## src/rtl/async_fifo_pkg.sv

```systemverilog
// ---------------------------------------------------------------------------
// async_fifo_pkg
// Shared constants for the async FIFO read-side blocks.
//   DATA_WIDTH_DEF : default FIFO word / stream data width
//   RD_GAP_DEF     : default idle cycles forced after each FIFO read enable
//   CNT_WIDTH_DEF  : default width of the delivered-word counter
//   gap_width()    : register width needed to hold a gap count of 0..gap
// ---------------------------------------------------------------------------
package async_fifo_pkg;

    localparam int unsigned DATA_WIDTH_DEF = 8;
    localparam int unsigned RD_GAP_DEF     = 1;
    localparam int unsigned CNT_WIDTH_DEF  = 16;

    // A zero gap still needs a 1-bit register so the counter logic stays uniform.
    function automatic int unsigned gap_width(input int unsigned gap);
        return (gap > 0) ? $clog2(gap + 1) : 1;
    endfunction

endpackage

```

## src/rtl/stream_skid_buf.sv

```systemverilog
// ---------------------------------------------------------------------------
// stream_skid_buf
// Two-entry register FIFO used as the output buffer of a valid/ready stream.
// Ports:
//   i_clk, i_rst : clock, asynchronous active-high reset
//   i_push       : write i_data into the tail (dropped only if full without pop)
//   i_data       : word to push
//   i_pop        : remove the head word (ignored when empty)
//   o_count      : number of buffered words, 0..2
//   o_valid      : buffer holds at least one word
//   o_data       : head word, driven from registers only
// ---------------------------------------------------------------------------
module stream_skid_buf
    import async_fifo_pkg::*;
#(
    parameter int unsigned DATA_WIDTH = DATA_WIDTH_DEF
) (
    input  logic                  i_clk,
    input  logic                  i_rst,
    input  logic                  i_push,
    input  logic [DATA_WIDTH-1:0] i_data,
    input  logic                  i_pop,
    output logic [1:0]            o_count,
    output logic                  o_valid,
    output logic [DATA_WIDTH-1:0] o_data
);

    logic [DATA_WIDTH-1:0] r_mem [2];
    logic                  r_head;
    logic [1:0]            r_count;

    logic w_pop_ok;
    logic w_push_ok;
    logic w_tail;

    assign w_pop_ok  = i_pop && (r_count != 2'd0);
    assign w_push_ok = i_push && ((r_count != 2'd2) || w_pop_ok);
    // Tail is head+count mod 2; with count==2 and a same-cycle pop this is the
    // slot being freed, so order stays strictly FIFO.
    assign w_tail    = r_head ^ r_count[0];

    always_ff @(posedge i_clk or posedge i_rst) begin
        if (i_rst) begin
            for (int unsigned i = 0; i < 2; i++) begin
                r_mem[i] <= '0;
            end
            r_head  <= 1'b0;
            r_count <= 2'd0;
        end else begin
            if (w_push_ok) begin
                r_mem[w_tail] <= i_data;
            end
            if (w_pop_ok) begin
                r_head <= ~r_head;
            end
            unique case ({w_push_ok, w_pop_ok})
                2'b10:   r_count <= r_count + 2'd1;
                2'b01:   r_count <= r_count - 2'd1;
                default: r_count <= r_count;
            endcase
        end
    end

    assign o_count = r_count;
    assign o_valid = (r_count != 2'd0);
    assign o_data  = r_mem[r_head];

endmodule

```

## src/rtl/async_fifo_rd_stream.sv

```systemverilog
// ---------------------------------------------------------------------------
// async_fifo_rd_stream
// Read-side consumer of the async FIFO (rclk domain). Pulls words with ren,
// captures rdata one cycle later and presents them on a valid/ready stream.
// Ports:
//   rclk, rrst : read clock, asynchronous active-high reset (shared with FIFO)
//   r_empty    : FIFO empty flag (registered in the FIFO)
//   ren        : FIFO read enable (registered)
//   rdata      : FIFO read data, valid the cycle after ren
//   m_valid    : stream valid
//   m_data     : stream data (buffer head, registered)
//   m_ready    : stream accept
//   rd_cnt     : words delivered on the stream, wraps modulo 2^CNT_WIDTH
// ---------------------------------------------------------------------------
module async_fifo_rd_stream
    import async_fifo_pkg::*;
#(
    parameter int unsigned DATA_WIDTH = DATA_WIDTH_DEF,
    parameter int unsigned RD_GAP     = RD_GAP_DEF,
    parameter int unsigned CNT_WIDTH  = CNT_WIDTH_DEF
) (
    input  logic                  rclk,
    input  logic                  rrst,
    input  logic                  r_empty,
    output logic                  ren,
    input  logic [DATA_WIDTH-1:0] rdata,
    output logic                  m_valid,
    output logic [DATA_WIDTH-1:0] m_data,
    input  logic                  m_ready,
    output logic [CNT_WIDTH-1:0]  rd_cnt
);

    localparam int unsigned GAP_W = gap_width(RD_GAP);

    logic                 r_ren;
    logic                 r_inflight;
    logic [GAP_W-1:0]     r_gap;
    logic [CNT_WIDTH-1:0] r_rd_cnt;

    logic [1:0]           w_buf_count;
    logic                 w_buf_valid;
    logic [DATA_WIDTH-1:0] w_buf_data;
    logic                 w_pop;
    logic [2:0]           w_slots_used;
    logic                 w_issue;

    assign w_pop = w_buf_valid && m_ready;

    // Slots already spoken for: buffered words, the ren on the bus now and the
    // word landing this cycle, minus a word leaving on the stream this cycle.
    // Counting the live ren keeps the credit safe even with RD_GAP=0.
    always_comb begin
        w_slots_used = 3'(w_buf_count) + 3'(r_ren) + 3'(r_inflight) - 3'(w_pop);
        w_issue      = !r_empty && (r_gap == '0) && (w_slots_used < 3'd2);
    end

    always_ff @(posedge rclk or posedge rrst) begin
        if (rrst) begin
            r_ren      <= 1'b0;
            r_inflight <= 1'b0;
            r_gap      <= '0;
            r_rd_cnt   <= '0;
        end else begin
            r_ren      <= w_issue;
            r_inflight <= r_ren;
            if (w_issue) begin
                r_gap <= GAP_W'(RD_GAP);
            end else if (r_gap != '0) begin
                r_gap <= r_gap - GAP_W'(1);
            end
            if (w_pop) begin
                r_rd_cnt <= r_rd_cnt + CNT_WIDTH'(1);
            end
        end
    end

    // Capture needs no space check: the issue credit reserved the slot.
    stream_skid_buf #(
        .DATA_WIDTH(DATA_WIDTH)
    ) u_buf (
        .i_clk  (rclk),
        .i_rst  (rrst),
        .i_push (r_inflight),
        .i_data (rdata),
        .i_pop  (w_pop),
        .o_count(w_buf_count),
        .o_valid(w_buf_valid),
        .o_data (w_buf_data)
    );

    assign ren     = r_ren;
    assign m_valid = w_buf_valid;
    assign m_data  = w_buf_data;
    assign rd_cnt  = r_rd_cnt;

endmodule

```

## config.mk

```make
export PLATFORM = sky130hd
export DESIGN_NAME = async_fifo_rd_stream
export DESIGN_NICKNAME = d
export VERILOG_FILES = /design/src/rtl/async_fifo_pkg.sv /design/src/rtl/stream_skid_buf.sv /design/src/rtl/async_fifo_rd_stream.sv
export SDC_FILE = /design/constraint.sdc
export NUM_CORES = 1
export LEC_CHECK = 0
export ABC_AREA = 0
export ABC_CLOCK_PERIOD_IN_PS = 3100
export CAP_MARGIN = 20
export CORE_ASPECT_RATIO = 0.5
export CORE_MARGIN = 3
export CORE_UTILIZATION = 53
export DETAILED_ROUTE_END_ITERATION = 16
export GPL_ROUTABILITY_DRIVEN = 1
export PLACE_DENSITY = 0.86
export SLEW_MARGIN = 30
export SYNTH_ARGS = -nofsm -noshare
export SYNTH_HDL_FRONTEND = slang
export SYNTH_HIERARCHICAL = 1
export SYNTH_SLANG_ARGS = --single-unit
```

## constraint.sdc

```tcl
create_clock -name rclk -period 3.1 [get_ports rclk]
set_input_delay 0.62 -clock rclk [delete_from_list [all_inputs] [get_ports rclk]]
set_output_delay 0.62 -clock rclk [all_outputs]
set_load 0.005 [all_outputs]
```

# ---- After elaboration in Yosys (flattened, before gate mapping)
# Index checks and enable logic that the tools add are counted.
dict set report word_totals {
  in_bits 12
  regBits 38
  wordCells 46
}
dict set report classes {
  muxes 9
  reduce_logical 10
  magnitude_cmp 4
  bitwise_logic 5
  eq_ne 3
  add_sub_neg 7
}
# operator count
set op_table {}
lappend op_table {{8-bit 2-to-1 mux} 4}
lappend op_table {{16-bit by 1-bit adder with 16-bit output, second input constant} 1}
lappend op_table {{16-bit bitwise mux} 1}
lappend op_table {{8-bit demux with 1-bit select} 1}
lappend op_table {{1-bit logical AND} 6}
lappend op_table {{2-bit >= comparator, second input constant} 2}
lappend op_table {{1-bit inverter with 2-bit output} 2}
lappend op_table {{2-bit one-hot mux with 2 select lines} 1}
lappend op_table {{2-bit nonzero test} 2}
lappend op_table {{2-bit by 1-bit adder with 3-bit output} 1}
lappend op_table {{3-bit by 1-bit adder with 3-bit output} 1}
lappend op_table {{3-bit by 2-bit less-than comparator with 1-bit output, second input constant} 1}
lappend op_table {{3-bit by 1-bit subtractor with 3-bit output} 1}
lappend op_table {{2-bit by 1-bit adder with 2-bit output, second input constant} 1}
lappend op_table {{2-bit by 1-bit equality test with 1-bit output, second input constant} 1}
lappend op_table {{2-bit equality test, second input constant} 1}
lappend op_table {{2-bit by 1-bit less-than comparator with 1-bit output, second input constant} 1}
lappend op_table {{1-bit 2-to-1 mux} 2}
lappend op_table {{2-bit inequality test, second input constant} 1}
lappend op_table {{1-bit inverter} 2}
lappend op_table {{2-bit by 1-bit subtractor with 2-bit output, second input constant} 1}
lappend op_table {{1-bit zero test} 1}
lappend op_table {{1-bit logical OR} 1}
lappend op_table {{1-bit subtractor, second input constant} 1}
lappend op_table {{1-bit bitwise XOR} 1}

# ---- Logic depth before layout (Yosys ltp)
dict set report depth {
  word_depth 7
  ltp_mapped 12
}

# ---- Hierarchy
# The synthesis kept the hierarchy.
# module seq_area_each_um2 n_inst area_each_um2 cells_each
set modules_own_cells {}
lappend modules_own_cells {stream_skid_buf 475.5 1 1366.3 153}
lappend modules_own_cells {async_fifo_rd_stream 450.4 1 833.3 73}

# ---- Worst setup path before layout
# Ideal clock, no wire load.
dict set report synth_path {
  path_kind {reg-to-reg}
  from {register u_buf.r_count[0] (netlist: u_buf/o_count[0])}
  to {register r_gap}
  path_buffers 1
  slack_ns 0.579
  arrival_time_ns 2.420
  setup_ns 0.101
  required_ns 2.999
  period_less_slack_ns 2.521
  stages_incl_launch_ff 12
  cell_sequence {dfrtp_1 -> buf_2 -> or2_1 -> nand2_1 -> inv_1 -> ha_1 -> inv_1 -> ha_1 -> a21o_1 -> fa_1 -> xnor2_1 -> nor4_1}
}
dict set report synth_via {
  elab_chain_len 6
}
# item line
set synth_rtl {}
lappend synth_rtl {{from (decl)} stream_skid_buf.sv:30} ;# logic [1:0] r_count;
lappend synth_rtl {{from (signal assigned)} stream_skid_buf.sv:57} ;# 2'b10: r_count <= r_count + 2'd1;
lappend synth_rtl {{from (signal assigned)} stream_skid_buf.sv:58} ;# 2'b01: r_count <= r_count - 2'd1;
lappend synth_rtl {{from (signal assigned)} stream_skid_buf.sv:59} ;# default: r_count <= r_count;
lappend synth_rtl {{2-bit nonzero test} stream_skid_buf.sv:65} ;# assign o_valid = (r_count != 2'd0);
lappend synth_rtl {{via m_valid} async_fifo_rd_stream.sv:27} ;# output logic m_valid,
lappend synth_rtl {{1-bit logical AND} async_fifo_rd_stream.sv:47} ;# assign w_pop = w_buf_valid && m_ready;
lappend synth_rtl {{via w_pop} async_fifo_rd_stream.sv:43} ;# logic w_pop;
lappend synth_rtl {{3-bit by 1-bit subtractor with 3-bit output} async_fifo_rd_stream.sv:53} ;# w_slots_used = 3'(w_buf_count) + 3'(r_ren) + 3'(r_inflight) - 3'(w_pop);
lappend synth_rtl {{3-bit by 2-bit less-than comparator with 1-bit output} async_fifo_rd_stream.sv:54} ;# w_issue = !r_empty && (r_gap == '0) && (w_slots_used < 3'd2);
lappend synth_rtl {{1-bit logical AND} async_fifo_rd_stream.sv:54}
lappend synth_rtl {{via w_issue} async_fifo_rd_stream.sv:45} ;# logic w_issue;
lappend synth_rtl {{1-bit 2-to-1 mux} async_fifo_rd_stream.sv:66} ;# if (w_issue) begin
lappend synth_rtl {{to (signal assigned)} async_fifo_rd_stream.sv:67} ;# r_gap <= GAP_W'(RD_GAP);
lappend synth_rtl {{to (signal assigned)} async_fifo_rd_stream.sv:69} ;# r_gap <= r_gap - GAP_W'(1);
lappend synth_rtl {{to (decl)} async_fifo_rd_stream.sv:37} ;# logic [GAP_W-1:0] r_gap;
# The timed path passes the listed nets, and every way through them passes these cells.
# A chain may end at the register's enable or synchronous reset.

# ---- Worst setup path after layout
dict set report layout_path {
  from {input port m_ready}
  to {register r_gap}
}
dict set report layout_via {
  elab_chain_len 5
}
# item line
set layout_rtl {}
lappend layout_rtl {{from (decl)} async_fifo_rd_stream.sv:29} ;# input logic m_ready,
lappend layout_rtl {{1-bit logical AND} async_fifo_rd_stream.sv:47}
lappend layout_rtl {{via w_pop} async_fifo_rd_stream.sv:43}
lappend layout_rtl {{3-bit by 1-bit subtractor with 3-bit output} async_fifo_rd_stream.sv:53}
lappend layout_rtl {{3-bit by 2-bit less-than comparator with 1-bit output} async_fifo_rd_stream.sv:54}
lappend layout_rtl {{1-bit logical AND} async_fifo_rd_stream.sv:54}
lappend layout_rtl {{via w_issue} async_fifo_rd_stream.sv:45}
lappend layout_rtl {{1-bit 2-to-1 mux} async_fifo_rd_stream.sv:66}
# The timed path passes the listed nets, and every way through them passes these cells.

==> impl_metrics.yaml <==
outcome:
  status: "finished clean"
setup_path:
  cp-start-kind: "primary input"
  rr_endpoint: "r_gap"
  setup.worst_path.class: "primary input to register"
  cp.arrival_ns: 2.86
  end_kind: "register"
  crit_path_max_fanout: 7
  cp.required_ns: 3.29
  rr_worst_depth: 9
  r2r-start: "u_buf/o_count[1]"
  rrSetupSlack_ns: 0.48
hold_path:
  holdCritPathClass: "register to register"
  min_from: "r_gap"
  min_to: "r_inflight"
  whs_path_depth: 0
power:
  power_density_nw_per_um2: 936
  power.total_mw: 2.50
  p_leak_nw: 1.19
  max-vdd-ir-drop_mv: 0.513
clock_network:
  cts.sinks: 37
  hold_buffers: 0
  cts_tree: "yes"
  clk_latency_ns: 0.30
  cts_setup_buffers: 0
  cts_made_buffers: 5
  post_cts_resized: 0
  clockBufferDepth: 2
  htree_levels: 2
  root_buffer: "clkbuf_8"
  clk_pin_slew_ns: 0.07
grt:
  antenna_found_initial: 0
  grt_max_degree: 50
  grt_pass1_vias: 1844
  grt_pass1_wl_mm: 8.55
  grt_use_total_pct: 21.3
  grt_remaining_overflow: 0
route:
  drt_iter0_markers: 143
  viasPerCell: 5.87
  drc: 0
  drtAntennaViolNets: 0
  dr.pass1.iters: 4
  finalWirelength_mm: 5.02
  vias: 1831
  routedWlPerCell_um: 16.1
layout:
  layout-drive-gt1-share_pct: 7.66
  antennaDiodeCount: 0
  syn_to_final_growth_pct: 21.6
  nets: 277
  fin_cells: 312
logic_synthesis:
  syn_inst: 226
  ys_async_sr_fraction_pct: 100
  syn_nets: 243
  synth_area_leaders: "dfrtp_1, nor2b_1, o311ai_1, xnor2_1, inv_1"
  synthTopCellsByCount: "dfrtp_1, inv_1, nor2b_1"
  synth_ff_type: "dfrtp_1"
  synth_edf_count: 0
  synth_top_area_share_pct: 42.1
  ys_seq_elements: 37
  syn_area_um2: 2200
  netlist.top_cell.by_area: "dfrtp_1"
  yosys_warnings: 6
  seq_area_frac_synth_pct: 42.1
  yosysMostFrequentCell: "dfrtp_1"
  synth.avg_cell_area_um2: 9.73
  synth_cell_types: 38
sta:
  fin_crit_ns: 2.66
  final_hold_viol_count: 0
  worst_slew_pin_slew_ns: 0.877
  setup_violations: 0
  finalCritPeriodShare_pct: 86.0
  final-max-slew-violation-count: 0
  slew_headroom_pct: 41.4
  rsz0062_at_grt: "no"
  finClkSkew_ns: 0.0150
  setup_tns_ns: 0
  clock.fmax_ghz: 0.375
floorplanning:
  die_w_um: 97.1
  rows: 15
  die_area_um2: 5010
  ios: 38
  fp.dieH_um: 51.6
  fp.coreArea_um2: 3700
  initial_core_util_pct: 59.5
placement:
  place_inst: 304
  port_buffers: 37
  dp_hpwl_mm: 3.36
  gp_congestion: 0.826
run:
  cap_violations: 0
-- cell type report --
cell class	instances	area, µm²
multi-input combinational	154	1110
fill	258	1020
tap	51	63.8
sequential	37	926
clock buffer	7	96.3
clock inverter	1	5.00
inverter	22	82.6
timing repair buffer	40	393
-- metal layers --
metal / track usage [%] / share of wire [%] / vias to the layer above
met2: 36.0 / 48 / 58
met4: 7.69 / 1.5 / 0
met5: 0 / 0 / -
met3: 5.09 / 5.1 / 9
met1: 27.2 / 45 / 887
li1: - / - / 877
-- stage by stage --
step,util [%],hold WS [ns],cell area (µm²),worst slack [ns]
final,72.3,0.438,2670,0.435
after CTS,72.3,0.442,2670,0.453
after global routing,72.3,0.461,2670,0.312
after detailed placement,69.6,0.426,2570,0.149
after global placement,69.6,0.414,2570,0.270
after floorplan,-,0.416,2200,0.579
-- critical path: stages --
cell,delay (ns)
clkdlybuf4s50_1,0.48
nand2_1,0.12
inv_1,0.22
ha_1,0.27
inv_1,0.06
ha_1,0.22
a21o_1,0.19
fa_1,0.44
nor4_1,0.23
-- flip-flops by register name, indices dropped and copies added (netlist names) --
name / cells
rd_cnt: 16
u_buf/o_count: 2
u_buf/r_mem: 16
u_buf/r_head: 1
r_gap: 1
r_inflight: 1
-- cell usage in the layout, fill, tap and decap left out, types with 6 or more instances in the layout --
cell type	netlist	layout
o311ai_1	12	12
dfrtp_1	37	37
a222oi_1	6	6
nor2_1	9	9
a21o_1	7	7
clkbuf_8	0	7
nand3_1	13	13
nor2b_1	17	17
nand4_1	6	6
and2_1	9	9
inv_1	21	21
clkdlybuf4s50_1	0	37
xor2_1	8	8
xnor2_1	12	12
nand2_1	10	10
and3_1	7	7
-- where the power goes --
part           internal (mW)  switching, mW
clock                  0.201          0.176
combinational          0.669          0.622
sequential             0.644          0.192
total                   1.51          0.989
-- kinds of logic (layout without fill, tap and decap cells) --
family          after synthesis  in the layout  synth area share [%]
compound gates               45             45                  16.8
xor+xnor                     20             20                  7.96
fa+ha+maj                     5              5                  3.19
buf+inv                      35             70                  7.57
flops                        37             37                  42.1
mux                           3              3                  1.54
simple gates                 81             81                  20.9
-- worst max path at each step --
stage                           startpoint  endpoint  cells after the start
after floorplan           u_buf/o_count[0]     r_gap                     11
after global placement             m_ready     r_gap                     10
after detailed placement           m_ready     r_gap                     10
after CTS                          m_ready     r_gap                     10
after global routing               m_ready     r_gap                     10
final                              m_ready     r_gap                      9
Power figures use the tool's default switching activity.
